### src/rtl/mem_arb_pkg.sv
// Shared encodings for the single-port SRAM arbiter: requester ids, FSM states, read tag.
package mem_arb_pkg;

  localparam int unsigned DATA_W           = 32;
  localparam int unsigned BE_W             = 4;
  localparam int unsigned STARVE_LIMIT_DEF = 4;

  typedef enum logic [1:0] {
    REQ_NONE = 2'd0,
    REQ_LS   = 2'd1,
    REQ_IF   = 2'd2,
    REQ_DBG  = 2'd3
  } req_id_t;

  localparam logic [1:0] ST_RUN    = 2'd0;
  localparam logic [1:0] ST_DRAIN  = 2'd1;
  localparam logic [1:0] ST_HALTED = 2'd2;

  typedef struct packed {
    req_id_t id;
    logic    rd;
  } rd_tag_t;

  function automatic logic is_core_read(input rd_tag_t tag);
    return tag.rd && (tag.id == REQ_LS || tag.id == REQ_IF);
  endfunction

endpackage

### src/rtl/arb_starve_ctr.sv
// Saturating counter of consecutive cycles the debug requester lost arbitration.
module arb_starve_ctr #(
  parameter int unsigned LIMIT = 4
) (
  input  logic clk,
  input  logic reset,
  input  logic inc,
  input  logic clr,
  output logic at_limit_c
);

  localparam int unsigned CNT_W = $clog2(LIMIT + 1);

  logic [CNT_W-1:0] count;

  assign at_limit_c = (count == CNT_W'(LIMIT));

  always_ff @(posedge clk or posedge reset) begin
    if (reset) begin
      count <= '0;
    end else if (clr) begin
      count <= '0;
    end else if (inc && !at_limit_c) begin
      count <= count + CNT_W'(1);
    end
  end

endmodule

### src/rtl/mem_arbiter.sv
// Fixed-priority arbiter sharing one synchronous SRAM between load/store, fetch and debug,
// with a halt/drain FSM that hands the memory exclusively to debug.
module mem_arbiter
  import mem_arb_pkg::*;
#(
  parameter int unsigned ADDR_W       = 14,
  parameter int unsigned STARVE_LIMIT = STARVE_LIMIT_DEF
) (
  input  logic              clk,
  input  logic              reset,
  input  logic              ls_req,
  input  logic              ls_we,
  input  logic [BE_W-1:0]   ls_be,
  input  logic [31:0]       ls_addr,
  input  logic [DATA_W-1:0] ls_wdata,
  input  logic              if_req,
  input  logic [31:0]       if_addr,
  input  logic              dbg_req,
  input  logic              dbg_we,
  input  logic [31:0]       dbg_addr,
  input  logic [DATA_W-1:0] dbg_wdata,
  input  logic              dbg_halt_req,
  output logic              ls_gnt,
  output logic              if_gnt,
  output logic              dbg_gnt,
  output logic              ls_rvalid,
  output logic              if_rvalid,
  output logic              dbg_rvalid,
  output logic [DATA_W-1:0] rdata,
  output logic              core_stall,
  output logic              dbg_halt_ack,
  output logic              mem_en,
  output logic [BE_W-1:0]   mem_we,
  output logic [ADDR_W-1:0] mem_addr,
  output logic [DATA_W-1:0] mem_wdata,
  input  logic [DATA_W-1:0] mem_rdata
);

  logic [1:0] state;
  logic [1:0] state_d;
  req_id_t    gnt_id;
  rd_tag_t    tag;
  rd_tag_t    tag_d;
  logic       starve_max_c;

  logic unused_addr_bits;
  assign unused_addr_bits = ^{ls_addr[31:ADDR_W+2], ls_addr[1:0],
                              if_addr[31:ADDR_W+2], if_addr[1:0],
                              dbg_addr[31:ADDR_W+2], dbg_addr[1:0]};

  arb_starve_ctr #(
    .LIMIT (STARVE_LIMIT)
  ) u_starve (
    .clk        (clk),
    .reset      (reset),
    .inc        (dbg_req && !dbg_gnt),
    .clr        (dbg_gnt || !dbg_req),
    .at_limit_c (starve_max_c)
  );

  // Grant selection; reset forces the memory idle.
  always_comb begin
    gnt_id = REQ_NONE;
    if (!reset) begin
      case (state)
        ST_RUN: begin
          if (dbg_req && starve_max_c) gnt_id = REQ_DBG;
          else if (ls_req)             gnt_id = REQ_LS;
          else if (if_req)             gnt_id = REQ_IF;
          else if (dbg_req)            gnt_id = REQ_DBG;
        end
        ST_DRAIN, ST_HALTED: begin
          if (dbg_req) gnt_id = REQ_DBG;
        end
        default: gnt_id = REQ_NONE;
      endcase
    end
  end

  assign ls_gnt  = (gnt_id == REQ_LS);
  assign if_gnt  = (gnt_id == REQ_IF);
  assign dbg_gnt = (gnt_id == REQ_DBG);
  assign mem_en  = ls_gnt || if_gnt || dbg_gnt;

  // SRAM port mux for the winning requester.
  always_comb begin
    mem_addr  = '0;
    mem_wdata = '0;
    mem_we    = '0;
    case (gnt_id)
      REQ_LS: begin
        mem_addr  = ls_addr[ADDR_W+1:2];
        mem_wdata = ls_wdata;
        mem_we    = ls_we ? ls_be : BE_W'(0);
      end
      REQ_IF: begin
        mem_addr = if_addr[ADDR_W+1:2];
      end
      REQ_DBG: begin
        mem_addr  = dbg_addr[ADDR_W+1:2];
        mem_wdata = dbg_wdata;
        mem_we    = dbg_we ? {BE_W{1'b1}} : BE_W'(0);
      end
      default: begin
        mem_addr = '0;
      end
    endcase
  end

  always_comb begin
    tag_d    = '{id: REQ_NONE, rd: 1'b0};
    tag_d.id = gnt_id;
    tag_d.rd = mem_en && (mem_we == BE_W'(0));
  end

  always_ff @(posedge clk or posedge reset) begin
    if (reset) begin
      tag <= '{id: REQ_NONE, rd: 1'b0};
    end else begin
      tag <= tag_d;
    end
  end

  assign ls_rvalid  = tag.rd && (tag.id == REQ_LS);
  assign if_rvalid  = tag.rd && (tag.id == REQ_IF);
  assign dbg_rvalid = tag.rd && (tag.id == REQ_DBG);
  assign rdata      = mem_rdata;

  assign core_stall = (ls_req && !ls_gnt) || (if_req && !if_gnt) || (state != ST_RUN);

  always_ff @(posedge clk or posedge reset) begin
    if (reset) begin
      state <= ST_RUN;
    end else begin
      state <= state_d;
    end
  end

  // Drain completes once no core read is left outstanding past this cycle.
  always_comb begin
    state_d = state;
    case (state)
      ST_RUN: begin
        if (dbg_halt_req) state_d = ST_DRAIN;
      end
      ST_DRAIN: begin
        if (!dbg_halt_req)             state_d = ST_RUN;
        else if (!is_core_read(tag_d)) state_d = ST_HALTED;
      end
      ST_HALTED: begin
        if (!dbg_halt_req) state_d = ST_RUN;
      end
      default: state_d = ST_RUN;
    endcase
  end

  always_ff @(posedge clk or posedge reset) begin
    if (reset) begin
      dbg_halt_ack <= 1'b0;
    end else begin
      dbg_halt_ack <= (state_d == ST_HALTED);
    end
  end

endmodule

### config.mk
export PLATFORM = sky130hd
export DESIGN_NAME = mem_arbiter
export DESIGN_NICKNAME = d
export VERILOG_FILES = /design/src/rtl/mem_arb_pkg.sv /design/src/rtl/arb_starve_ctr.sv /design/src/rtl/mem_arbiter.sv
export SDC_FILE = /design/constraint.sdc
export NUM_CORES = 1
export LEC_CHECK = 0
export CORE_AREA = 4 4 113 115
export DETAILED_ROUTE_END_ITERATION = 8
export DIE_AREA = 0 0 117 119
export GPL_TIMING_DRIVEN = 1
export HOLD_SLACK_MARGIN = 0.03
export MAX_ROUTING_LAYER = met4
export PLACE_DENSITY_LB_ADDON = 0.05
export SYNTH_ARGS = -nofsm -noshare
export SYNTH_HDL_FRONTEND = slang
export SYNTH_SLANG_ARGS = --single-unit
### constraint.sdc
create_clock -name clk -period 4.2 [get_ports clk]
set_input_delay 1.26 -clock clk [delete_from_list [all_inputs] [get_ports clk]]
set_output_delay 1.26 -clock clk [all_outputs]
set_load 0.05 [all_outputs]
# ---- Yosys cells after proc, flatten, opt, wreduce, memory -nomap -nowiden
# Index checks and enable logic that the tools add are counted.
dict set report word_totals {
  regBits 9
}
dict set report op_classes {
  n_mux 18
  n_reduce_logical 25
  eq_ne 10
  n_addsub 1
}
# operator count
set op_table {}
lappend op_table {{32-bit one-hot mux with 2 select lines} 1}
lappend op_table {{14-bit one-hot mux with 3 select lines} 1}
lappend op_table {{2-bit two-way mux} 9}
lappend op_table {{2-bit equality test, second input constant} 6}
lappend op_table {{1-bit logical AND} 10}
lappend op_table {{4-bit two-way mux} 2}
lappend op_table {{4-bit one-hot mux with 2 select lines} 1}
lappend op_table {{2-bit by 1-bit equality test with 1-bit output, second input constant} 3}
lappend op_table {{3-bit two-way mux} 2}
lappend op_table {{2-bit one-hot mux with 3 select lines} 1}
lappend op_table {{1-bit zero test} 5}
lappend op_table {{1-bit logical OR} 5}
lappend op_table {{4-bit zero test} 1}
lappend op_table {{2-bit one-hot mux with 2 select lines} 1}
lappend op_table {{2-bit nonzero test} 2}
lappend op_table {{3-bit by 1-bit adder with 3-bit output, second input constant} 1}
lappend op_table {{3-bit equality test, second input constant} 1}
lappend op_table {{2-bit zero test} 1}
lappend op_table {{2-bit OR reduction} 1}

# ---- Logic depth before layout (Yosys ltp)
# Gate-level depths: netlist of run 1.
dict set report depth {
  word_depth 15
  mapped_depth 12
}

# ---- Hierarchy
# From an unflattened synthesis of run 1, not the netlist that was laid out.
dict set report unflattened {
  hier_cells 214
  area_unflattened_um2 1662.8
}
# mod seq_area_each_um2 n_inst area_per_inst_um2 cells_each
set by_module_without_submodules {}
lappend by_module_without_submodules {mem_arbiter 150.1 1 1466.4 195}
lappend by_module_without_submodules {arb_starve_ctr 75.1 1 196.4 19}

# ---- Worst setup path before layout of run 1
# OpenSTA, ideal clock, no wires.
dict set report synth_timing {
  path_type {input to output}
  start {input ls_req}
  end {output mem_addr[10]}
  required_ps 2940
  path_slack_ps -604
  arrival_time_ps 3544
  stages 8
  path_buffers 2
  path_cell_list {a21bo_1 > a21oi_1 > or2_1 > ha_1 > clkbuf_1 > clkbuf_1 > a222oi_1 > nor2_1}
}
dict set report synth_via {
  elab_chain_len 6
  word_cells_on_any_way 8
}
# element line
set synth_rtl {}
lappend synth_rtl {{from (decl)} mem_arbiter.sv:11} ;# input logic ls_req,
lappend synth_rtl {{2-bit two-way mux} mem_arbiter.sv:68} ;# else if (ls_req) gnt_id = REQ_LS;
lappend synth_rtl {{2-bit two-way mux} mem_arbiter.sv:67} ;# if (dbg_req && starve_max_c) gnt_id = REQ_DBG;
lappend synth_rtl {{2-bit one-hot mux with 2 select lines} mem_arbiter.sv:65} ;# case (state)
lappend synth_rtl {{2-bit two-way mux} mem_arbiter.sv:64} ;# if (!reset) begin
lappend synth_rtl {{2-bit by 1-bit equality test with 1-bit output} -}
lappend synth_rtl {{net ls_gnt} mem_arbiter.sv:23} ;# output logic ls_gnt,
lappend synth_rtl {{14-bit one-hot mux with 3 select lines} mem_arbiter.sv:90} ;# case (gnt_id)
lappend synth_rtl {{to (decl)} mem_arbiter.sv:34} ;# output logic [ADDR_W-1:0] mem_addr,
# The timed path passes the listed nets, and every way through them passes these cells.

# ---- Final worst setup path of run 1
dict set report layout_timing {
  start {input ls_req}
  end {output mem_addr[5]}
}
dict set report layout_via {
  elab_chain_len 6
  word_cells_on_any_way 8
}
# element line
set layout_rtl {}
lappend layout_rtl {{2-bit two-way mux (*)} mem_arbiter.sv:68}
lappend layout_rtl {{2-bit two-way mux (*)} mem_arbiter.sv:67}
lappend layout_rtl {{2-bit one-hot mux with 2 select lines (*)} mem_arbiter.sv:65}
lappend layout_rtl {{2-bit two-way mux (*)} mem_arbiter.sv:64}
lappend layout_rtl {{2-bit equality test / 2-bit by 1-bit equality test with 1-bit output (equally long branches)} mem_arbiter.sv:90}
lappend layout_rtl {{14-bit one-hot mux with 3 select lines (*)} mem_arbiter.sv:90}
# Mark *: on every way between the ends. The rest lies on a longest branch, timed or not.

==> impl_metrics.prom, run 1 <==
# TYPE chip_impl_metric gauge
chip_impl_metric{name="detailedPlacementHpwl",unit="um"} 7490
chip_impl_metric{name="critical_path.n_buffers_inverters",unit=""} 4
chip_impl_metric{name="gr-usage-all-layers",unit=""} 0.127
chip_impl_info{name="setup.worst_path.start_class",value="primary input"} 1
chip_impl_metric{name="power.density",unit="mW/mm2"} 614
chip_impl_metric{name="post_synth_inst_count",unit=""} 189
chip_impl_metric{name="synth-seq-cells",unit=""} 9
chip_impl_metric{name="floorplan.die.width",unit="um"} 117
chip_impl_info{name="crit_path_cell_trace",value="buf_8, and3b_1, o21ai_2, or2_4, ha_4, buf_12, a222oi_1, buf_4, nor2_4, buf_12"} 1
chip_impl_metric{name="vias",unit=""} 2219
chip_impl_info{name="tritoncts",value="built"} 1
chip_impl_metric{name="place_ws",unit="ns"} -0.533
chip_impl_metric{name="setup-tns-final",unit="ns"} -0.0250
chip_impl_metric{name="first_global_vias",unit=""} 2468
chip_impl_metric{name="grt_pass1_wl",unit="um"} 13400
chip_impl_info{name="critPathKind",value="primary input to output pin"} 1
chip_impl_metric{name="nFillCells",unit=""} 1172
chip_impl_info{name="setup.worst_path.end",value="mem_addr[5]"} 1
chip_impl_metric{name="dp.cells",unit=""} 503
chip_impl_metric{name="detail_route.vias_per_cell",unit=""} 4.30
chip_impl_info{name="synth.area.top_cells",value="a22o_1 (18%), buf_4 (17%), dfrtp_1 (15%)"} 1
chip_impl_info{name="clock_tree.root_cell",value="clkbuf_16"} 1
chip_impl_info{name="cpLargestDelayFamily",value="buffers and inverters"} 1
chip_impl_metric{name="areaGrowthSynthToFinish",unit="%"} 206
chip_impl_metric{name="rows",unit=""} 40
chip_impl_metric{name="timing.final.max_slew_violations",unit=""} 0
chip_impl_metric{name="worst_pin_slew",unit="ns"} 0.495
chip_impl_metric{name="cts.path.max_buffers",unit=""} 2
chip_impl_metric{name="cellLeakagePower",unit="nW"} 1.95
chip_impl_metric{name="die_area",unit="mm2"} 0.0139
chip_impl_metric{name="count_of_input_and_output_buffers",unit=""} 176
chip_impl_metric{name="h-tree-depth",unit=""} 1
chip_impl_metric{name="setup-violations-final",unit=""} 2
chip_impl_metric{name="hold-worst-slack",unit="ns"} 0.586
chip_impl_info{name="end_kind",value="output pin"} 1
chip_impl_metric{name="stdcell_area",unit="mm2"} 0.00465
chip_impl_metric{name="route.detailed.drc",unit=""} 0
chip_impl_metric{name="warning_count_from_the_yosys_run",unit=""} 0
chip_impl_metric{name="insertedDiodeCount",unit=""} 0
chip_impl_metric{name="rr_worst_depth",unit=""} 10
chip_impl_metric{name="clk-insertion-delay-late",unit="ns"} 0.23
chip_impl_metric{name="drt_iter0_markers",unit=""} 179
chip_impl_metric{name="post_synth_instance_area",unit="mm2"} 0.00152
chip_impl_metric{name="drive_gt1_frac",unit=""} 0.458
chip_impl_metric{name="number_of_antenna_violations_at_the_first_check_in_global_routing",unit=""} 0
chip_impl_metric{name="gp_congestion",unit=""} 0.754
chip_impl_info{name="setup_repair_after_global_routing_missed_its_margin",value="true"} 1
chip_impl_metric{name="final_min_period_over_clock_period",unit=""} 1.01
chip_impl_metric{name="timing_hold_violations_final",unit=""} 0
chip_impl_metric{name="delay_of_the_slowest_critical_path_stage",unit="ns"} 0.33
chip_impl_metric{name="critical_path_fanouts_max",unit=""} 6
chip_impl_metric{name="layout_setup_ws",unit="ns"} -0.0218
chip_impl_metric{name="fin_cells",unit=""} 516
chip_impl_metric{name="worst_setup_hold_path_clk_slew",unit="ns"} 0.04
chip_impl_info{name="synthDominantAreaCellType",value="a22o_1"} 1
chip_impl_metric{name="post_dp_cell_area",unit="mm2"} 0.00441
chip_impl_metric{name="placeableCoreArea",unit="mm2"} 0.0118
chip_impl_info{name="outcome",value="finished, violations left"} 1
chip_impl_metric{name="drtPass1Iterations",unit=""} 8
chip_impl_metric{name="die_h",unit="um"} 119
chip_impl_metric{name="timing.final.crit_period",unit="ns"} 4.22
chip_impl_metric{name="routed_antenna_nets",unit=""} 0
chip_impl_metric{name="wire_per_inst",unit="um"} 17.0
chip_impl_metric{name="syn_avg_cell_area",unit="um2"} 8.04
chip_impl_metric{name="finish.utilization",unit=""} 0.394
chip_impl_metric{name="clkSinkCount",unit=""} 9
chip_impl_metric{name="drt-total-wl",unit="um"} 8790
chip_impl_metric{name="design_power_total",unit="mW"} 2.85
chip_impl_info{name="holdCritPathClass",value="flip-flop to flip-flop"} 1
chip_impl_metric{name="rel_slew_slack",unit=""} 0.669
chip_impl_metric{name="drv.max_cap_violation_count",unit=""} 0
chip_impl_info{name="critPathSlowestCell",value="a222oi_1"} 1
chip_impl_metric{name="floorplan.io_pins",unit=""} 295
chip_impl_metric{name="worst_ep_arrival_time",unit="ns"} 2.96
chip_impl_metric{name="synth_top_area_frac",unit=""} 0.184
chip_impl_metric{name="reg2reg_setup_slack",unit="ns"} 1.70
chip_impl_metric{name="nNetsFinal",unit=""} 582
chip_impl_info{name="layout.cells.most_common_list",value="clkdlybuf4s50_1 (117), buf_12 (60), buf_4 (38)"} 1
chip_impl_info{name="final_common_cell",value="clkdlybuf4s50_1"} 1
chip_impl_metric{name="critical_path_depth",unit=""} 10
chip_impl_metric{name="maxClockFrequency",unit="GHz"} 0.237
chip_impl_info{name="rr_startpoint",value="state[1]"} 1
chip_impl_info{name="critPathMostFrequentCell",value="buf_12"} 1
chip_impl_metric{name="floorplan.initialDensity",unit=""} 0.129
chip_impl_metric{name="grt.overflow.total",unit=""} 0
chip_impl_metric{name="synth_seq_area_share",unit=""} 0.148
chip_impl_metric{name="finClkSkew",unit="ns"} 0.00145
chip_impl_info{name="worst_setup_path_startpoint",value="ls_req"} 1
chip_impl_metric{name="cp_data_required_time",unit="ns"} 2.94
chip_impl_metric{name="synth_cell_types",unit=""} 41
chip_impl_metric{name="cts_hold_buf",unit=""} 0
chip_impl_metric{name="cts_inserted_buffers",unit=""} 3
chip_impl_metric{name="ir_drop",unit="uV"} 226
chip_impl_info{name="rr_endpoint",value="state[0]"} 1
chip_impl_metric{name="postSynthNetCount",unit=""} 401
chip_impl_info{name="violated_checks",value="setup timing"} 1
chip_impl_metric{name="grt_start_max_net_pins",unit=""} 22
state kept, by name, summed over array words and instances (netlist names):
signal / flops
dbg_halt_ack: 1
state: 2
tag: 3
u_starve.count: 3
metal layers:
metal / share of wire / vias up / wire length (um) / GRT usage
met5: 0 / - / 0 / -
met4: 0.0068 / 0 / 60 / 0.0222
met3: 0.12 / 6 / 1060 / 0.0600
met2: 0.48 / 116 / 4210 / 0.201
met1: 0.39 / 1044 / 3460 / 0.148
li1: - / 1053 / - / -
timing repair:
item,in CTS,in global routing
pin swaps,13,10
setup buffers,7,0
gates resized for setup,29,3
endpoints found under the setup margin,55,41
cloned,1,1
worst min path at each step:
stage	depth (start not counted)	end	from
2_1_floorplan	2	u_starve.count[0]	u_starve.count[0]
3_3_place_gp	2	u_starve.count[1]	u_starve.count[1]
3_5_place_dp	2	u_starve.count[0]	u_starve.count[0]
4_1_cts	2	u_starve.count[0]	u_starve.count[0]
5_1_grt	2	u_starve.count[0]	u_starve.count[0]
6_report	2	u_starve.count[1]	u_starve.count[1]
layout make-up:
class | count | area [um2] | share of cell area
multi-input cells | 123 | 1360 | 0.293
clock buffers | 4 | 78.8 | 0.0169
repair buffers | 222 | 2760 | 0.594
flip-flops and latches | 9 | 225 | 0.0484
inverters | 11 | 41.3 | 0.00888
well taps | 147 | 184 | 0.0395
kinds of logic (layout without fill, tap and decap cells):
kind of cell    count (synthesis)  count (layout)  share of synthesized area
fa+ha+maj                       8               8                     0.0658
flops                           9               9                      0.148
compound gates                 69              69                      0.403
mux                             1               1                    0.00741
simple gates                   44              44                      0.141
xor+xnor                        1               1                    0.00576
buf+inv                        57             237                      0.229
worst register-to-register path, stage by stage, from the launching register on:
cell	delay, ns
dfrtp_1	0.44
inv_1	0.10
ha_1	0.38
a22oi_2	0.09
o32a_1	0.35
inv_1	0.11
ha_4	0.22
buf_16	0.13
buf_4	0.12
nand4_1	0.17
a41o_1	0.28
power breakdown:
part | internal [mW] | switching (mW) | total, mW | leakage, nW
Clock | 0.127 | 0.0413 | 0.168 | 0.0382
Combinational | 1.28 | 1.26 | 2.54 | 1.79
Sequential | 0.120 | 0.0300 | 0.150 | 0.117
cells in the mapped netlist:
cell,n
buf_4,34
a22o_1,32
nor2_1,22
a222oi_1,14
dfrtp_1,9
inv_1,9
ha_1,8
clkbuf_1,7
nand2_1,6
buf_2,5
a21oi_1,4
a31o_1,4
a22oi_1,2
and2_1,2
and3_1,2
inv_2,2
nand3_1,2
nor3_1,2
a211oi_1,1
a211oi_4,1
a21bo_1,1
a21boi_1,1
a2bb2oi_1,1
a311oi_1,1
a41o_1,1
a41oi_1,1
and3b_1,1
mux2_2,1
nand2b_1,1
nand4_1,1
nand4bb_1,1
o21a_1,1
o21ai_1,1
o21ba_2,1
o221ai_1,1
o32a_1,1
or2_1,1
or3b_1,1
or3b_2,1
or4_1,1
xnor2_1,1
Note: power is estimated with default switching activity, not from simulation.
==> run 2, diff against run 1 <==
Settings changed: CTS_BUF_LIST from default to sky130_fd_sc_hd__clkbuf_4 sky130_fd_sc_hd__clkbuf_8.
==> impl_metrics.prom, run 2 (same netlist as run 1, synthesis figures left out) <==
# TYPE chip_impl_metric gauge
chip_impl_metric{name="floorplan.die.width",unit="um"} 117
chip_impl_info{name="largestRegisters",value="tag (3), u_starve.count (3), state (2)"} 1
chip_impl_metric{name="rows",unit=""} 40
chip_impl_metric{name="number_of_antenna_violations_at_the_first_check_in_global_routing",unit=""} 0
chip_impl_metric{name="cts.path.max_buffers",unit=""} 2
chip_impl_info{name="holdCritPathClass",value="flip-flop to flip-flop"} 1
chip_impl_metric{name="drv.max_cap_violation_count",unit=""} 0
chip_impl_info{name="layout.cells.most_common_list",value="clkdlybuf4s50_1 (117), buf_12 (60), buf_4 (38)"} 1
chip_impl_metric{name="wire_per_inst",unit="um"} 16.9
chip_impl_info{name="clock_tree.root_cell",value="clkbuf_8"} 1
chip_impl_metric{name="finClkSkew",unit="ns"} 0.00210
chip_impl_metric{name="timing.final.crit_period",unit="ns"} 4.22
chip_impl_metric{name="count_of_input_and_output_buffers",unit=""} 176
chip_impl_metric{name="power.density",unit="mW/mm2"} 604
chip_impl_metric{name="pwr-share-comb",unit=""} 0.908
chip_impl_metric{name="detailedPlacementHpwl",unit="um"} 7490
chip_impl_info{name="setup_repair_after_global_routing_missed_its_margin",value="true"} 1
chip_impl_metric{name="first_global_vias",unit=""} 2463
chip_impl_info{name="rr_startpoint",value="state[1]"} 1
chip_impl_metric{name="gp_congestion",unit=""} 0.754
chip_impl_info{name="tritoncts",value="built"} 1
chip_impl_metric{name="die_area",unit="mm2"} 0.0139
chip_impl_metric{name="floorplan.io_pins",unit=""} 295
chip_impl_metric{name="gr-usage-all-layers",unit=""} 0.127
chip_impl_metric{name="cts_inserted_buffers",unit=""} 3
chip_impl_metric{name="route.detailed.drc",unit=""} 0
chip_impl_metric{name="drt_iter0_markers",unit=""} 190
chip_impl_metric{name="power.net_switching",unit="mW"} 1.32
chip_impl_info{name="worst_setup_path_startpoint",value="ls_req"} 1
chip_impl_metric{name="cts_hold_buf",unit=""} 0
chip_impl_metric{name="grt_pass1_wl",unit="um"} 13400
chip_impl_metric{name="clockPowerShare",unit=""} 0.038
chip_impl_metric{name="setup-tns-final",unit="ns"} -0.0219
chip_impl_metric{name="layout_setup_ws",unit="ns"} -0.0219
chip_impl_info{name="critPathKind",value="primary input to output pin"} 1
chip_impl_info{name="setup.worst_path.start_class",value="primary input"} 1
chip_impl_metric{name="fin_cells",unit=""} 516
chip_impl_metric{name="dp.cells",unit=""} 503
chip_impl_metric{name="areaGrowthSynthToFinish",unit="%"} 204
chip_impl_metric{name="h-tree-depth",unit=""} 1
chip_impl_metric{name="cellLeakagePower",unit="nW"} 1.94
chip_impl_metric{name="worst_setup_hold_path_clk_slew",unit="ns"} 0.04
chip_impl_metric{name="floorplan.initialDensity",unit=""} 0.129
chip_impl_metric{name="worst_ep_arrival_time",unit="ns"} 2.96
chip_impl_metric{name="rr_worst_depth",unit=""} 10
chip_impl_metric{name="rel_slew_slack",unit=""} 0.669
chip_impl_metric{name="die_h",unit="um"} 119
chip_impl_metric{name="nNetsFinal",unit=""} 582
chip_impl_metric{name="final_min_period_over_clock_period",unit=""} 1.01
chip_impl_metric{name="cp_data_required_time",unit="ns"} 2.94
chip_impl_metric{name="grt_start_max_net_pins",unit=""} 22
chip_impl_info{name="end_kind",value="output pin"} 1
chip_impl_metric{name="clk-insertion-delay-late",unit="ns"} 0.23
chip_impl_info{name="setup.worst_path.end",value="mem_addr[5]"} 1
chip_impl_metric{name="detail_route.vias_per_cell",unit=""} 4.31
chip_impl_metric{name="timing.final.max_slew_violations",unit=""} 0
chip_impl_metric{name="drive_gt1_frac",unit=""} 0.461
chip_impl_metric{name="insertedDiodeCount",unit=""} 0
chip_impl_metric{name="worst_pin_slew",unit="ns"} 0.495
chip_impl_metric{name="finish.utilization",unit=""} 0.391
chip_impl_metric{name="drtPass1Iterations",unit=""} 5
chip_impl_metric{name="grt.overflow.total",unit=""} 0
chip_impl_info{name="violated_checks",value="setup timing"} 1
chip_impl_metric{name="critical_path_fanouts_max",unit=""} 6
chip_impl_metric{name="setup-violations-final",unit=""} 1
chip_impl_metric{name="internal-power",unit="mW"} 1.47
chip_impl_metric{name="part_of_the_power_in_registers",unit=""} 0.054
chip_impl_metric{name="p_sw_frac",unit=""} 0.473
chip_impl_info{name="outcome",value="finished, violations left"} 1
chip_impl_metric{name="ir_drop",unit="uV"} 226
chip_impl_metric{name="hold_path_depth",unit=""} 2
chip_impl_info{name="final_common_cell",value="clkdlybuf4s50_1"} 1
chip_impl_metric{name="placeableCoreArea",unit="mm2"} 0.0118
chip_impl_metric{name="timing_hold_violations_final",unit=""} 0
chip_impl_metric{name="routed_antenna_nets",unit=""} 0
chip_impl_metric{name="vias",unit=""} 2222
chip_impl_metric{name="maxClockFrequency",unit="GHz"} 0.237
chip_impl_metric{name="reg2reg_setup_slack",unit="ns"} 1.69
chip_impl_metric{name="clkSinkCount",unit=""} 9
chip_impl_metric{name="drt-total-wl",unit="um"} 8730
chip_impl_info{name="rr_endpoint",value="state[1]"} 1
## run 2: cell types whose count changed in the layout (fill, tap and decap cells not counted)
cell,previous run,this run
clkbuf_8,0,3
clkbuf_1,1,0
clkbuf_16,4,1
clkbuf_4,0,1
## run 2: how the worst min path moves through the flow
stage / from / endpoint / slack, ns
finish: u_starve.count[1] / u_starve.count[1] / 0.59
global route: u_starve.count[0] / u_starve.count[0] / 0.61
CTS: u_starve.count[0] / u_starve.count[0] / 0.59
detailed placement: u_starve.count[0] / u_starve.count[0] / 0.58
global placement: u_starve.count[1] / u_starve.count[1] / 0.57
floorplan: u_starve.count[0] / u_starve.count[0] / 0.54
## run 2: power groups by stage
| stage | logic, mW | clock network [mW] | registers [mW] |
|---|---|---|---|
| floorplan | 1.35 | 0 | 0.157 |
| global placement | 2.45 | 0 | 0.150 |
| finish | 2.54 | 0.107 | 0.150 |
| global route | 2.68 | 0.115 | 0.157 |
| CTS | 2.55 | 0.111 | 0.151 |
| detailed placement | 2.44 | 0 | 0.150 |
## run 2: critical path, cell delays in order
cell and delay [ns]:
buf_8 0.10, and3b_1 0.21, o21ai_2 0.07, or2_4 0.27, ha_4 0.21, buf_12 0.14
a222oi_1 0.33, buf_4 0.18, nor2_4 0.04, buf_12 0.14
## run 2: what timing repair did
item	in CTS	in global routing
resized for setup	29	3
setup endpoints to repair	55	41
gates cloned	1	1
pin swaps	13	10
setup buffers	7	0
## run 2: final cells by class
cell class	instances	area, um2
Clock buffer	4	48.8
Fill cell	1177	7190
Inverter	11	41.3
Multi-Input combinational cell	123	1360
Sequential cell	9	225
Tap cell	147	184
Timing Repair Buffer	222	2760
## run 2: through the flow
stage / setup slack, ns / cell area [um2] / power [mW] / hold WS [ns]
after floorplan: 0.00817 / 1910 / 1.51 / 0.537
after global placement: -0.522 / 4410 / 2.60 / 0.571
after detailed placement: -0.533 / 4410 / 2.59 / 0.577
after CTS: -0.0632 / 4580 / 2.81 / 0.590
after global routing: -0.107 / 4620 / 2.95 / 0.614
final: -0.0219 / 4620 / 2.79 / 0.588
## run 2: routing by layer
layer	GRT usage	wire [um]	vias to the layer above
li1	-	-	1056
met1	0.148	3410	1039
met2	0.201	4200	121
met3	0.0584	1070	6
met4	0.0222	55	0
met5	-	0	-
==> run 3, diff against run 2 <==
==> constraint.sdc (replaced) <==
create_clock -name clk -period 4.2 [get_ports clk]
set_input_delay 1.26 -clock clk [delete_from_list [all_inputs] [get_ports clk]]
set_output_delay 1.26 -clock clk [all_outputs]
set_load 0.02 [all_outputs]
==> impl_metrics.prom, run 3 (same netlist as run 1, synthesis figures left out) <==
# TYPE chip_impl_metric gauge
chip_impl_metric{name="power.density",unit="mW/mm2"} 507
chip_impl_metric{name="drv.max_cap_violation_count",unit=""} 0
chip_impl_metric{name="setup-violations-final",unit=""} 0
chip_impl_metric{name="grt_pass1_wl",unit="um"} 13600
chip_impl_metric{name="worst_setup_hold_path_clk_slew",unit="ns"} 0.05
chip_impl_metric{name="die_area",unit="mm2"} 0.0139
chip_impl_info{name="setup.worst_path.start_class",value="primary input"} 1
chip_impl_metric{name="cellLeakagePower",unit="nW"} 1.62
chip_impl_metric{name="hold-worst-slack",unit="ns"} 0.582
chip_impl_info{name="rr_startpoint",value="state[1]"} 1
chip_impl_metric{name="detail_route.vias_per_cell",unit=""} 4.30
chip_impl_metric{name="final_min_period_over_clock_period",unit=""} 0.990
chip_impl_metric{name="placeableCoreArea",unit="mm2"} 0.0118
chip_impl_metric{name="floorplan.initialDensity",unit=""} 0.129
chip_impl_metric{name="finClkSkew",unit="ns"} 0.00595
chip_impl_metric{name="finish.utilization",unit=""} 0.310
chip_impl_info{name="tritoncts",value="built"} 1
chip_impl_metric{name="maxClockFrequency",unit="GHz"} 0.240
chip_impl_metric{name="nNetsFinal",unit=""} 578
chip_impl_info{name="worst_setup_path_startpoint",value="ls_req"} 1
chip_impl_metric{name="routed_antenna_nets",unit=""} 0
chip_impl_metric{name="detailedPlacementHpwl",unit="um"} 7290
chip_impl_info{name="holdCritPathClass",value="flip-flop to flip-flop"} 1
chip_impl_metric{name="gr-usage-all-layers",unit=""} 0.132
chip_impl_metric{name="areaGrowthSynthToFinish",unit="%"} 141
chip_impl_metric{name="gp_congestion",unit=""} 0.737
chip_impl_metric{name="drt_iter0_markers",unit=""} 103
chip_impl_info{name="layout.cells.most_common_list",value="clkdlybuf4s50_1 (118), buf_4 (38), a22o_1 (32)"} 1
chip_impl_metric{name="clk-insertion-delay-late",unit="ns"} 0.24
chip_impl_metric{name="dp.cells",unit=""} 489
chip_impl_metric{name="first_global_vias",unit=""} 2327
chip_impl_metric{name="design_power_total",unit="mW"} 1.86
chip_impl_info{name="min_from",value="u_starve.count[1]"} 1
chip_impl_metric{name="number_of_antenna_violations_at_the_first_check_in_global_routing",unit=""} 0
chip_impl_info{name="final_common_cell",value="clkdlybuf4s50_1"} 1
chip_impl_info{name="outcome",value="complete, no violations"} 1
chip_impl_metric{name="drtPass1Iterations",unit=""} 7
chip_impl_metric{name="delay_of_the_slowest_critical_path_stage",unit="ns"} 0.28
chip_impl_metric{name="worst_ep_arrival_time",unit="ns"} 2.90
chip_impl_metric{name="route.detailed.drc",unit=""} 0
chip_impl_metric{name="cts.path.max_buffers",unit=""} 2
chip_impl_metric{name="wire_per_inst",unit="um"} 18.5
chip_impl_metric{name="drt-total-wl",unit="um"} 9460
chip_impl_metric{name="nFillCells",unit=""} 1284
chip_impl_metric{name="floorplan.die.width",unit="um"} 117
chip_impl_metric{name="grt_start_max_net_pins",unit=""} 18
chip_impl_metric{name="clkSinkCount",unit=""} 9
chip_impl_info{name="setup_repair_after_global_routing_missed_its_margin",value="true"} 1
chip_impl_info{name="crit_path_cell_trace",value="buf_8, and3b_1, o21ai_2, or2_4, ha_4, and2_4, bufbuf_16, a22o_1, buf_2"} 1
chip_impl_metric{name="floorplan.io_pins",unit=""} 295
chip_impl_metric{name="cp_data_required_time",unit="ns"} 2.94
chip_impl_metric{name="timing_hold_violations_final",unit=""} 0
chip_impl_metric{name="count_of_input_and_output_buffers",unit=""} 176
chip_impl_metric{name="ir_drop",unit="uV"} 159
chip_impl_metric{name="fin_cells",unit=""} 512
chip_impl_info{name="end_kind",value="output pin"} 1
chip_impl_metric{name="timing.final.crit_period",unit="ns"} 4.16
chip_impl_metric{name="place_ws",unit="ns"} -0.832
chip_impl_info{name="clock_tree.root_cell",value="clkbuf_8"} 1
chip_impl_info{name="critPathKind",value="primary input to output pin"} 1
chip_impl_metric{name="layout_setup_ws",unit="ns"} 0.0408
chip_impl_metric{name="h-tree-depth",unit=""} 1
chip_impl_info{name="largestRegisters",value="tag (3), u_starve.count (3), state (2)"} 1
chip_impl_metric{name="worst_pin_slew",unit="ns"} 0.386
chip_impl_metric{name="vias",unit=""} 2202
chip_impl_info{name="critPathSlowestCell",value="bufbuf_16"} 1
chip_impl_metric{name="die_h",unit="um"} 119
chip_impl_metric{name="rows",unit=""} 40
chip_impl_metric{name="critical_path_fanouts_max",unit=""} 7
chip_impl_metric{name="drive_gt1_frac",unit=""} 0.345
chip_impl_metric{name="timing.final.max_slew_violations",unit=""} 0
chip_impl_metric{name="cts_hold_buf",unit=""} 0
chip_impl_metric{name="rel_slew_slack",unit=""} 0.743
chip_impl_metric{name="grt.overflow.total",unit=""} 0
chip_impl_metric{name="insertedDiodeCount",unit=""} 0
chip_impl_metric{name="cts_inserted_buffers",unit=""} 3
[run 3: cell types whose count changed in the layout (fill, tap and decap cells not counted), moves of 2 or more]
cell,before,now
buf_12,60,5
a22o_1,1,32
a22o_4,31,0
buf_2,2,29
buf_6,1,16
nor2_4,10,0
nor2_1,8,14
nor2_2,4,8
buf_16,1,4
bufbuf_16,0,2
dlygate4sd2_1,0,2
[run 3: area by class of cell]
class                           instances  area (um2)  area share
Timing Repair Buffer                  218        2150       0.587
Clock buffer                            4        48.8      0.0133
Inverter                               11        41.3      0.0113
Multi-Input combinational cell        123        1010       0.277
Sequential cell                         9         225      0.0615
Tap cell                              147         184      0.0502
[run 3: stage by stage]
stage | cell area [um2] | TNS [ns]
after floorplan | 1540 | 0
after global placement | 3380 | -41.56
after detailed placement | 3380 | -38.80
after CTS | 3570 | 0
after global routing | 3660 | -0.00590
final | 3660 | 0
[run 3: path summary, 6_finish.rpt]
path	end	depth (start not counted)	slack [ns]
hold / removal	u_starve.count[1]	2	0.58
min in group asynchronous	u_starve.count[2]	2	1.03
hold reg to reg	u_starve.count[1]	2	0.58
setup / recovery	mem_wdata[17]	9	0.04
setup reg to reg	state[1]	11	1.82
max in group asynchronous	state[1]	2	2.89
[run 3: report_power, final]
| part | total, mW | internal [mW] | switching (mW) | leakage, nW |
|---|---|---|---|---|
| logic | 1.60 | 0.835 | 0.766 | 1.47 |
| clock network | 0.109 | 0.0728 | 0.0363 | 0.0262 |
| registers | 0.146 | 0.120 | 0.0259 | 0.117 |
| total | 1.86 | 1.03 | 0.828 | 1.62 |
[run 3: critical path, delay by kind of cell]
| kind | cells | cell delay [ns] |
|---|---|---|
| AND/OR/NAND/NOR | 3 | 0.66 |
| AO/OA/AOI/OAI | 2 | 0.25 |
| buffers and inverters | 3 | 0.54 |
| adder cells (fa/ha/maj) | 1 | 0.19 |
[run 3: what timing repair did]
item | in CTS | in global routing
setup endpoints to repair | 55 | 34
pin swaps | 17 | 12
gates cloned | 6 | 1
resized for setup | 233 | 22
setup buffers | 9 | 3
[run 3: per-layer routing]
layer,vias to the layer above,GRT usage,routed length (um)
met1,1028,0.140,3410
li1,1049,-,-
met5,-,-,0
met4,0,0.0172,40
met2,121,0.238,5100
met3,4,0.0498,912
==> RTL edit (config.mk and constraints of run 3) <==
Put a register stage on the output `dbg_rvalid`, cleared by the reset. The value now appears one clock later. The other outputs are not delayed to match.
--- a/src/rtl/mem_arbiter.sv
+++ b/src/rtl/mem_arbiter.sv
@@ -123,7 +123,13 @@
 
   assign ls_rvalid  = tag.rd && (tag.id == REQ_LS);
   assign if_rvalid  = tag.rd && (tag.id == REQ_IF);
-  assign dbg_rvalid = tag.rd && (tag.id == REQ_DBG);
+  always_ff @(posedge clk or posedge reset) begin
+    if (reset) begin
+      dbg_rvalid <= '0;
+    end else begin
+      dbg_rvalid <= tag.rd && (tag.id == REQ_DBG);
+    end
+  end
   assign rdata      = mem_rdata;
 
   assign core_stall = (ls_req && !ls_gnt) || (if_req && !if_gnt) || (state != ST_RUN);
Behaviour: not the same (Yosys sat finds a counterexample within 4 cycles, from zero or initial values and one cycle with reset high).
==> RTL edit against run 3 <==
Global-route usage grew 1.0 points; area after synthesis grew 4.9%; final area shrank 2.0%; wire length grew 9.6%; non-clock buffer count shrank 10; fmax grew 0.47%; power shrank 4.9%; die area is the same; setup slack gained 20 ps; sequential cell count grew 1; critical path type unchanged; critical endpoint is now mem_addr[9]; largest cell class unchanged.
==> RTL edit: results <==
group,metric,value,unit
final_layout,drive_gt1_frac,0.3277,
worst_setup_path,endpoint,"mem_addr[9]",
placement,gp_congestion,0.8137,
power,p_leak,1.565,nW
yosys,avgSynthCellArea,8.309,um^2
grt,grt_use_total,0.1423,
worst_setup_path,cp.arrival,2880,ps
final_layout,instances_no_fill,504,
worst_setup_path,r2r-end,"state[0]",
detailed_routing,drt-pass1-iter-count,6,
yosys,synth_top_area_frac,0.1757,
yosys,synth_nets,404,
yosys,ys_seq_area_frac,0.1569,
timing,fin_crit,4140,ps
grt,first_global_vias,2283,
detailed_routing,drt-vias-per-instance,4.298,
final_layout,fin_nets,570,
status,status,"completed",
detailed_routing,wl_per_cell,20.58,um
worst_setup_path,crit_path_start,"reset",
grt,grt_pass1_wl,14290,um
clocking,numCtsBuffers,3,
power,peakVddDrop,0.1661,mV
placement,dp.cells,492,
worst_setup_path,ff2ff_path_depth,9,
yosys,ys_top_cells_by_area,"a22o_1 (18%), buf_4 (17%), dfrtp_1 (16%)",
timing,slew_headroom,0.7493,
worst_setup_path,crit-reg2reg-launch,"state[0]",
yosys,yosys-top-cells-count,"buf_4 (36), a22o_1 (32), nor2_1 (23)",
timing,finalClockSkew,4.108,ps
placement,preCtsSetupSlack,-866.8,ps
placement,placed_cell_area,3470,um^2
RTL edit: how the worst min path moves through the flow:
stage                       from    endpoint  slack [ps]  cells past startpoint
final                     tag[1]  dbg_rvalid         550                      1
after global routing      tag[2]  dbg_rvalid         580                      1
after CTS                 tag[2]  dbg_rvalid         570                      1
after detailed placement  tag[2]  dbg_rvalid         560                      1
after global placement    tag[2]  dbg_rvalid         540                      1
after floorplan           tag[2]  dbg_rvalid         500                      1
RTL edit: what timing repair did:
action,4_1_cts,5_1_grt
resized for setup,211,6
cloned,3,1
pin swaps,18,11
hold buffers,0,0
buffers inserted,2,2
endpoints found under the setup margin,55,27
RTL edit: where the power goes:
part / total, mW / switching, mW / internal (mW)
clock: 0.117 / 0.0353 / 0.0822
sequential: 0.163 / 0.0327 / 0.130
combinational: 1.48 / 0.734 / 0.751
total: 1.77 / 0.802 / 0.963
RTL edit: logic make-up (layout without fill, tap and decap cells):
kind of cell,Yosys count,in the layout,share of synthesized area
compound gates,69,69,0.3906
buf+inv,57,222,0.2329
simple gates,46,46,0.1443
flops,10,10,0.1569
fa+ha+maj,8,8,0.06275
xor+xnor,1,1,0.005491
mux,1,1,0.007058
RTL edit: final cells by class:
cell class	instances	area share
Timing Repair Buffer	208	0.5581
Multi-Input combinational cell	125	0.2951
Sequential cell	10	0.06976
Tap cell	147	0.05127
Clock buffer	4	0.01535
Inverter	10	0.01046
RTL edit: per-layer routing:
metal / wire, um / global-route usage / share of wire / up-vias
met4: 104 / 0.02294 / 0.010 / 0
li1: - / - / - / 1034
met5: 0 / - / 0 / -
met3: 1780 / 0.09858 / 0.17 / 8
met1: 3658 / 0.1452 / 0.35 / 994
met2: 4830 / 0.2287 / 0.47 / 130
RTL edit: critical path, cell delays in order:
cell and delay (ps):
buf_4 130, buf_4 130, or3b_4 380, a211oi_4 280, buf_12 170, buf_12 110
buf_4 100, a222oi_1 70, nor2_2 100, buf_4 140
